<file path="config.mk">
export PLATFORM = sky130hd
export DESIGN_NAME = spi_target_regs
export DESIGN_NICKNAME = d
export VERILOG_FILES = /design/src/rtl/spi_target_regs.sv
export SDC_FILE = /design/constraint.sdc
export NUM_CORES = 1
export LEC_CHECK = 0
export CAP_MARGIN = 30
export CORE_MARGIN = 1
export CORE_UTILIZATION = 53
export CTS_BUF_LIST = sky130_fd_sc_hd__clkbuf_16
export CTS_CLUSTER_SIZE = 10
export DETAILED_ROUTE_END_ITERATION = 8
export GPL_ROUTABILITY_DRIVEN = 0
export MAX_ROUTING_LAYER = met4
export PLACE_DENSITY = 0.9
export SYNTH_ARGS = -nofsm -noshare
export SYNTH_HDL_FRONTEND = slang
export SYNTH_SLANG_ARGS = --single-unit
export TNS_END_PERCENT = 100
</file>
<file path="constraint.sdc">
create_clock -name clk -period 2.6 [get_ports clk]
set_clock_uncertainty 0.05 [all_clocks]
set_input_delay 0.52 -clock clk [delete_from_list [all_inputs] [get_ports clk]]
set_output_delay 0.52 -clock clk [all_outputs]
set_load 0.01 [all_outputs]
</file>
<file path="src/rtl/spi_target_regs.sv">
// SPI mode-0 target with a small register bank, oversampled on the system clock.
// The top address is a read-only live status port; the rest are RW registers.
module spi_target_regs #(
  parameter  int NREGS = 8,
  localparam int AW    = $clog2(NREGS)
) (
  input  logic                   clk,
  input  logic                   rst_n,
  input  logic                   spi_cs,
  input  logic                   spi_sclk,
  input  logic                   spi_mosi,
  output logic                   spi_miso,
  output logic                   spi_miso_oe,
  input  logic [7:0]             status_in,
  output logic [8*(NREGS-1)-1:0] regs_out,
  output logic                   wr_pulse,
  output logic [AW-1:0]          wr_addr,
  output logic [7:0]             wr_data,
  output logic                   busy
);

  typedef enum logic [1:0] {S_IDLE, S_CMD, S_DATA} state_t;

  state_t        r_state, w_state_nxt;
  logic          r_cs_meta, r_cs_sync, r_cs_prev;
  logic          r_sclk_meta, r_sclk_sync, r_sclk_prev;
  logic          r_mosi_meta, r_mosi_sync;
  logic [2:0]    r_bitcnt;
  logic [6:0]    r_shift;
  logic [AW-1:0] r_addr;
  logic          r_wr;
  logic [7:0]    r_tx;
  logic          r_miso;
  logic          r_wr_pulse;
  logic [AW-1:0] r_wr_addr;
  logic [7:0]    r_wr_data;
  logic [7:0]    r_regs [0:NREGS-2];

  logic          w_cs_fall, w_rise, w_fall, w_byte_done;
  logic [7:0]    w_rx;
  logic [AW-1:0] w_addr_inc, w_rd_addr;
  logic [7:0]    w_rd_val;
  logic [2:0]    w_tx_idx;

  // CS sync stages reset to "low" so a frame already in flight at reset release
  // produces no falling edge; only a fresh high->low on the pin starts a frame.
  always_ff @(posedge clk or negedge rst_n) begin
    if (!rst_n) begin
      r_cs_meta   <= 1'b0;
      r_cs_sync   <= 1'b0;
      r_cs_prev   <= 1'b0;
      r_sclk_meta <= 1'b0;
      r_sclk_sync <= 1'b0;
      r_sclk_prev <= 1'b0;
      r_mosi_meta <= 1'b0;
      r_mosi_sync <= 1'b0;
    end else begin
      r_cs_meta   <= spi_cs;
      r_cs_sync   <= r_cs_meta;
      r_cs_prev   <= r_cs_sync;
      r_sclk_meta <= spi_sclk;
      r_sclk_sync <= r_sclk_meta;
      r_sclk_prev <= r_sclk_sync;
      r_mosi_meta <= spi_mosi;
      r_mosi_sync <= r_mosi_meta;
    end
  end

  assign w_cs_fall   = r_cs_prev & ~r_cs_sync;
  assign w_rise      = r_sclk_sync & ~r_sclk_prev;
  assign w_fall      = ~r_sclk_sync & r_sclk_prev;
  assign w_byte_done = w_rise & (r_bitcnt == 3'd7);
  assign w_rx        = {r_shift, r_mosi_sync};
  assign w_addr_inc  = r_addr + AW'(1);
  assign w_rd_addr   = (r_state == S_CMD) ? w_rx[AW-1:0] : w_addr_inc;
  assign w_tx_idx    = 3'd7 - r_bitcnt;

  always_comb begin
    w_rd_val = status_in;
    for (int unsigned k = 0; k < NREGS - 1; k++) begin
      if (w_rd_addr == AW'(k)) w_rd_val = r_regs[k];
    end
  end

  always_ff @(posedge clk or negedge rst_n) begin
    if (!rst_n) r_state <= S_IDLE;
    else        r_state <= w_state_nxt;
  end

  always_comb begin
    w_state_nxt = r_state;
    if (r_cs_sync) begin
      w_state_nxt = S_IDLE;
    end else begin
      case (r_state)
        S_IDLE:  if (w_cs_fall) w_state_nxt = S_CMD;
        S_CMD:   if (w_byte_done) w_state_nxt = S_DATA;
        S_DATA:  w_state_nxt = S_DATA;
        default: w_state_nxt = S_IDLE;
      endcase
    end
  end

  always_ff @(posedge clk or negedge rst_n) begin
    if (!rst_n) begin
      r_bitcnt   <= '0;
      r_shift    <= '0;
      r_addr     <= '0;
      r_wr       <= 1'b0;
      r_tx       <= '0;
      r_miso     <= 1'b0;
      r_wr_pulse <= 1'b0;
      r_wr_addr  <= '0;
      r_wr_data  <= '0;
      for (int unsigned k = 0; k < NREGS - 1; k++) r_regs[k] <= '0;
    end else begin
      r_wr_pulse <= 1'b0;
      if (r_cs_sync) begin
        r_miso <= 1'b0;
      end else begin
        case (r_state)
          S_IDLE: begin
            if (w_cs_fall) begin
              r_bitcnt <= '0;
              r_miso   <= 1'b0;
            end
          end
          S_CMD: begin
            if (w_rise) begin
              r_bitcnt <= r_bitcnt + 3'd1;
              r_shift  <= w_rx[6:0];
            end
            if (w_byte_done) begin
              r_wr   <= w_rx[7];
              r_addr <= w_rx[AW-1:0];
              r_tx   <= w_rd_val;
            end
          end
          S_DATA: begin
            if (w_rise) begin
              r_bitcnt <= r_bitcnt + 3'd1;
              r_shift  <= w_rx[6:0];
            end
            if (w_byte_done) begin
              r_addr <= w_addr_inc;
              if (r_wr) begin
                if (r_addr != AW'(NREGS - 1)) begin
                  r_wr_pulse <= 1'b1;
                  r_wr_addr  <= r_addr;
                  r_wr_data  <= w_rx;
                end
                for (int unsigned k = 0; k < NREGS - 1; k++) begin
                  if (r_addr == AW'(k)) r_regs[k] <= w_rx;
                end
              end else begin
                r_tx <= w_rd_val;
              end
            end
            if (w_fall && !r_wr) r_miso <= r_tx[w_tx_idx];
          end
          default: r_miso <= 1'b0;
        endcase
      end
    end
  end

  always_comb begin
    regs_out = '0;
    for (int unsigned k = 0; k < NREGS - 1; k++) regs_out[8*k +: 8] = r_regs[k];
  end

  assign spi_miso    = r_miso;
  assign spi_miso_oe = (r_state != S_IDLE);
  assign busy        = (r_state != S_IDLE);
  assign wr_pulse    = r_wr_pulse;
  assign wr_addr     = r_wr_addr;
  assign wr_data     = r_wr_data;

endmodule

</file>
==> impl_metrics.env, run 1 <==
export IMPL_yosysSeqAreaShare_pct=52.5
export IMPL_max_freq_mhz=390
export IMPL_gr_usage_all_layers_pct=28.5
export IMPL_coreArea_sq_um=8760
export IMPL_cts_num_sinks=101
export IMPL_post_route_min_period_ns=2.56
export IMPL_netlist_instances=384
export IMPL_path_clk_slew_ns=0.07
export IMPL_grt_pass1_wl_um=20300
export IMPL_htreeDepth=3
export IMPL_power_density_nw_per_um2=607
export IMPL_synth_top_area_share_pct=52.5
export IMPL_drc=0
export IMPL_worstPathMaxFanout=9
export IMPL_antenna_found_initial=0
export IMPL_critPathLaunchType="flop"
export IMPL_internal_power_mw=2.65
export IMPL_finalInstanceArea_sq_um=6120
export IMPL_crit_start="r_addr[0]"
export IMPL_pin_count=84
export IMPL_ir_worst_vdd_mv=0.364
export IMPL_cts_root_buf="clkbuf_16"
export IMPL_holdCritPathClass="in -> async"
export IMPL_die_height_um=97.3
export IMPL_rows=34
export IMPL_setup_violations=0
export IMPL_async_reset_ff_share_pct=100
export IMPL_grt_overflow=0
export IMPL_worstSkewPairLatency_ns=0.34
export IMPL_postSynthAreaPerCell_sq_um=12.5
export IMPL_maxSlewViolCount=0
export IMPL_critPathRequiredTime_ns=2.77
export IMPL_synth_top_cells_by_area="dfrtp_1 (53%), mux2_2 (10%), mux2_4 (7.2%), ha_1 (3.1%), o22ai_1 (2.9%)"
export IMPL_drt_iter0_drc=267
export IMPL_crit_arrival_ns=2.73
export IMPL_synth_edf_count=0
export IMPL_diodes=0
export IMPL_area_delta_synth_final_pct=27.1
export IMPL_clock_power_share_pct=35.8
export IMPL_initial_core_util_pct=54.9
export IMPL_synth_warnings=0
export IMPL_critPathKind="reg -> reg"
export IMPL_r2r_start="r_addr[0]"
export IMPL_p_comb_share_pct=16.8
export IMPL_drtPass1Iterations=5
export IMPL_endpoint_kind="flop"
export IMPL_p_sw_mw=1.07
export IMPL_reg2regPathDepth=7
export IMPL_chipWidth_um=97.3
export IMPL_status="complete, no violations"
export IMPL_relSlewSlack_pct=56.2
export IMPL_layout_drive_gt1_share_pct=24.3
export IMPL_dpl_cell_area_sq_um=5780
export IMPL_grt_max_degree=42
export IMPL_worst_pin_slew_ns=0.656
export IMPL_syn_cell_area_sq_um=4810
export IMPL_synthFlopType="dfrtp_1"
export IMPL_leakage_nw=2.74
export IMPL_ant_nets=0
export IMPL_portBuffers=83
export IMPL_hold_slack_ns=0.102
export IMPL_vias=3721
export IMPL_post_dp_hpwl_um=8800
export IMPL_sequentialPowerShare_pct=47.4
export IMPL_max_cap_violations=0
export IMPL_syn_nets=409
export IMPL_period_share_pct=98.6
export IMPL_mostFrequentLayoutCells="dfrtp_1 (100), clkdlybuf4s50_1 (82), mux2_2 (43)"
export IMPL_grt_pass1_vias=3786
export IMPL_finalHoldViolCount=0
export IMPL_netSwitchingFraction_pct=28.7
export IMPL_nNetsFinal=498
export IMPL_cts_buffers=9
export IMPL_layout_commonest_cell="dfrtp_1"
export IMPL_cts_path_max_buffers=2
export IMPL_avgViaCountPerCell=6.35
export IMPL_wire_per_inst_um=21.6
export IMPL_drt_wl_total_um=12700
export IMPL_yosys_area_top_type="dfrtp_1"
export IMPL_yosysUniqueCellTypes=49
export IMPL_dieArea_sq_um=9460
export IMPL_cts_tree="yes"
export IMPL_ys_seq_elements=101
## cells in the mapped netlist (all sizes together) (6+ instances only)
cell type,count
dfrtp,101
mux2,66
o21ai,28
nand2,26
o22ai,22
buf,18
a21oi,14
ha,12
inv,12
a22o,9
a221oi,8
a211o,7
nand3,7
nor2,6
## flip-flops by register name, indices dropped and copies added, names as in the netlist
name / count
r_addr: 3
r_bitcnt: 3
r_cs_meta: 1
r_cs_prev: 1
r_cs_sync: 1
r_mosi_meta: 1
r_mosi_sync: 1
r_sclk_meta: 1
r_sclk_prev: 1
r_sclk_sync: 1
r_shift: 7
r_state: 2
r_tx: 8
r_wr: 1
regs_out: 56
spi_miso: 1
wr_addr: 3
wr_data: 8
wr_pulse: 1
## routing by layer
metal | GRT usage, % | wire length (um)
met3 | 4.10 | 895
met1 | 37.8 | 5220
met4 | 12.2 | 356
met2 | 44.4 | 6210
met5 | - | 0
## stage by stage
stage               cells  setup slack, ns  util, %  total power [mW]  setup TNS, ns
finish                586           0.0351     69.8              3.71              0
global route          586          -0.0526     69.8              3.85         -0.156
CTS                   585           0.0554     69.4              3.70              0
detailed placement    569           0.0432     66.0              2.37              0
global placement      569            0.118     66.0              2.34              0
floorplan             384            0.422        -              2.15              0
## critical path, stage by stage (launching register included)
cell and delay [ns]:
dfrtp_2 0.49, ha_1 0.26, ha_1 0.43, nor3_1 0.11, or2_1 0.34, a22o_1 0.26
a221oi_1 0.36, a21oi_1 0.14
## power groups by stage
| stage | sequential [mW] | combinational (mW) | clock (mW) |
|---|---|---|---|
| global route | 1.77 | 0.671 | 1.41 |
| finish | 1.76 | 0.622 | 1.33 |
| CTS | 1.75 | 0.606 | 1.34 |
| detailed placement | 1.78 | 0.594 | 0 |
| global placement | 1.77 | 0.569 | 0 |
| floorplan | 1.69 | 0.458 | 0 |
## layout make-up
| class | count | area, sq um |
|---|---|---|
| Clock inverter | 7 | 71.3 |
| Inverter | 12 | 45.0 |
| Sequential cell | 101 | 2530 |
| Timing Repair Buffer | 101 | 1000 |
| Fill cell | 563 | 2650 |
| Multi-Input combinational cell | 248 | 2110 |
| Clock buffer | 9 | 225 |
| Tap cell | 108 | 135 |
## final timing paths
check,slack [ns],end
max in group asynchronous,1.69,regs_out[4]
worst max-delay path,0.04,r_tx[7]
min in group clk,0.30,r_cs_sync
worst min register to register,0.30,r_cs_sync
worst max register to register,0.04,r_tx[7]
worst min-delay path,0.10,wr_data[5]
## cell families (layout without fill, tap and decap cells)
logic type / Yosys count / after routing / synth area share (%)
fa+ha+maj: 12 / 12 / 3.12
xor+xnor: 2 / 2 / 0.364
buf+inv: 35 / 129 / 3.93
compound gates: 97 / 97 / 13.3
mux: 72 / 72 / 19.1
flops: 101 / 101 / 52.5
simple gates: 65 / 65 / 7.72
## timing repair
action | CTS | global route
pin swaps | 0 | 0
resized for setup | 2 | 4
hold buffers | 0 | 0
setup buffers | 0 | 1
endpoints found under the setup margin | 2 | 9
Power figures use the tool's default switching activity.
==> run 2: changes to the inputs <==
Settings changed: CAP_MARGIN 30 to 10.
==> results of run 2 <==
The final DEF is identical to that of run 1; final timing and power are the same.
==> run 3: changes to the inputs <==
==> constraint.sdc (replaced) <==
create_clock -name clk -period 2.6 [get_ports clk]
set_clock_uncertainty 0.05 [all_clocks]
set_input_delay 0.65 -clock clk [delete_from_list [all_inputs] [get_ports clk]]
set_output_delay 0.65 -clock clk [all_outputs]
set_load 0.01 [all_outputs]
==> impl_metrics.env, run 3 (synthesis results as in run 1) <==
export IMPL_worstSkewPairLatency_ns=0.34
export IMPL_dpl_cell_area_sq_um=5780
export IMPL_rr_endpoint="r_tx[1]"
export IMPL_grt_overflow=0
export IMPL_relSlewSlack_pct=53.0
export IMPL_finalHoldViolCount=0
export IMPL_drt_wl_total_um=12900
export IMPL_vias=3681
export IMPL_max_freq_mhz=401
export IMPL_crit_path_cell_trace="ha_1 -> ha_2 -> nor3_1 -> or2_4 -> a22o_1 -> a221oi_1 -> a21oi_1"
export IMPL_ir_worst_vdd_mv=0.443
export IMPL_die_height_um=97.3
export IMPL_area_delta_synth_final_pct=27.1
export IMPL_nNetsFinal=498
export IMPL_r2r_start="r_addr[0]"
export IMPL_cts_root_buf="clkbuf_16"
export IMPL_fillers=598
export IMPL_antenna_found_initial=0
export IMPL_diodes=0
export IMPL_path_clk_slew_ns=0.07
export IMPL_slowest_stage="dfrtp_1"
export IMPL_worstPathMaxFanout=9
export IMPL_power_density_nw_per_um2=611
export IMPL_drt_iter0_drc=428
export IMPL_multiInputGateArea_sq_um=2110
export IMPL_coreArea_sq_um=8760
export IMPL_rows=34
export IMPL_grt_pass1_vias=3815
export IMPL_cts_tree="yes"
export IMPL_portBuffers=83
export IMPL_finalCoreUtilization_pct=69.8
export IMPL_holdCritPathClass="in -> async"
export IMPL_drtPass1Iterations=6
export IMPL_htreeDepth=3
export IMPL_post_dp_hpwl_um=8670
export IMPL_initial_core_util_pct=54.9
export IMPL_seq_area_sq_um=2530
export IMPL_chipWidth_um=97.3
export IMPL_critical_path_buf_inv_count=0
export IMPL_maxSlewViolCount=0
export IMPL_period_share_pct=95.8
export IMPL_reg2regPathDepth=7
export IMPL_layout_drive_gt1_share_pct=24.9
export IMPL_mostFrequentLayoutCells="dfrtp_1 (101), clkdlybuf4s50_1 (82), mux2_2 (43)"
export IMPL_critPathRequiredTime_ns=2.76
export IMPL_crit_family="adder cells"
export IMPL_dieArea_sq_um=9460
export IMPL_slowest_delay_ns=0.50
export IMPL_largest_reg_flops=56
export IMPL_avgViaCountPerCell=6.28
export IMPL_cts_buffers=9
export IMPL_critPathLaunchType="flop"
export IMPL_cts_path_max_buffers=2
export IMPL_holdBufCountCts=0
export IMPL_cts_num_sinks=101
export IMPL_grt_max_degree=57
export IMPL_setup_violations=0
export IMPL_layout_commonest_cell="dfrtp_1"
export IMPL_max_cap_violations=0
export IMPL_leakage_nw=2.73
export IMPL_post_route_min_period_ns=2.49
export IMPL_endpoint_kind="flop"
export IMPL_pin_count=84
export IMPL_wire_per_inst_um=22.0
export IMPL_critPathKind="reg -> reg"
export IMPL_gr_usage_all_layers_pct=28.4
export IMPL_r2r_slack_ns=0.11
export IMPL_worst_pin_slew_ns=0.703
export IMPL_drc=0
export IMPL_crit_arrival_ns=2.65
export IMPL_grt_pass1_wl_um=20200
export IMPL_ant_nets=0
export IMPL_status="complete, no violations"
export IMPL_finalInstanceArea_sq_um=6120
## run 3: power by group
group          internal [mW]  switching, mW  leakage [nW]  total, mW
Sequential              1.62          0.158          1.35       1.78
Clock                  0.749          0.587         0.144       1.34
Combinational          0.281          0.339          1.24      0.619
## run 3: area by class of cell
type / count / area share [%]
clock buffer: 9 / 3.68
clock inverter: 7 / 1.19
inverter: 12 / 0.736
multi-input combinational: 248 / 34.5
sequential: 101 / 41.3
tap: 108 / 2.21
timing repair buffer: 101 / 16.4
## run 3: what timing repair did
item,CTS,global route
setup buffers,0,1
gates resized for setup,2,6
pin swaps,0,0
gates cloned,0,0
endpoints found under the setup margin,8,20
## run 3: worst max path at each step
stage,from,endpoint,depth (start not counted)
after global routing,r_addr[0],r_tx[4],7
after global placement,r_addr[0],r_tx[7],7
final,r_addr[0],r_tx[1],7
after floorplan,r_addr[0],r_tx[7],8
after detailed placement,r_addr[0],r_tx[4],7
after CTS,r_addr[0],r_tx[7],7
## run 3: metrics by stage
| step | hold slack, ns | power, mW | setup TNS (ns) | instances | setup WS [ns] |
|---|---|---|---|---|---|
| 6_report | 0.0907 | 3.74 | 0 | 586 | 0.109 |
| 4_1_cts | 0.0903 | 3.71 | 0 | 585 | 0.0142 |
| 5_1_grt | 0.0927 | 3.85 | -0.00306 | 586 | -0.00209 |
| 2_1_floorplan | 0.281 | 2.15 | 0 | 384 | 0.422 |
| 3_3_place_gp | 0.283 | 2.34 | 0 | 569 | 0.0867 |
| 3_5_place_dp | 0.286 | 2.37 | 0 | 569 | 0.0251 |
## run 3: worst register-to-register path: stages (launching register included)
cell and delay, ns:
dfrtp_1 0.50, ha_1 0.30, ha_2 0.43, nor3_1 0.10, or2_4 0.29, a22o_1 0.23
a221oi_1 0.32, a21oi_1 0.13
## run 3: per-layer routing
| layer | part of all wire, % | up-vias | track usage [%] |
|---|---|---|---|
| met5 | 0 | - | - |
| met4 | 3.7 | 0 | 14.8 |
| met3 | 5.9 | 44 | 4.17 |
| met2 | 50 | 207 | 44.8 |
| met1 | 41 | 1843 | 35.9 |
| li1 | - | 1587 | - |
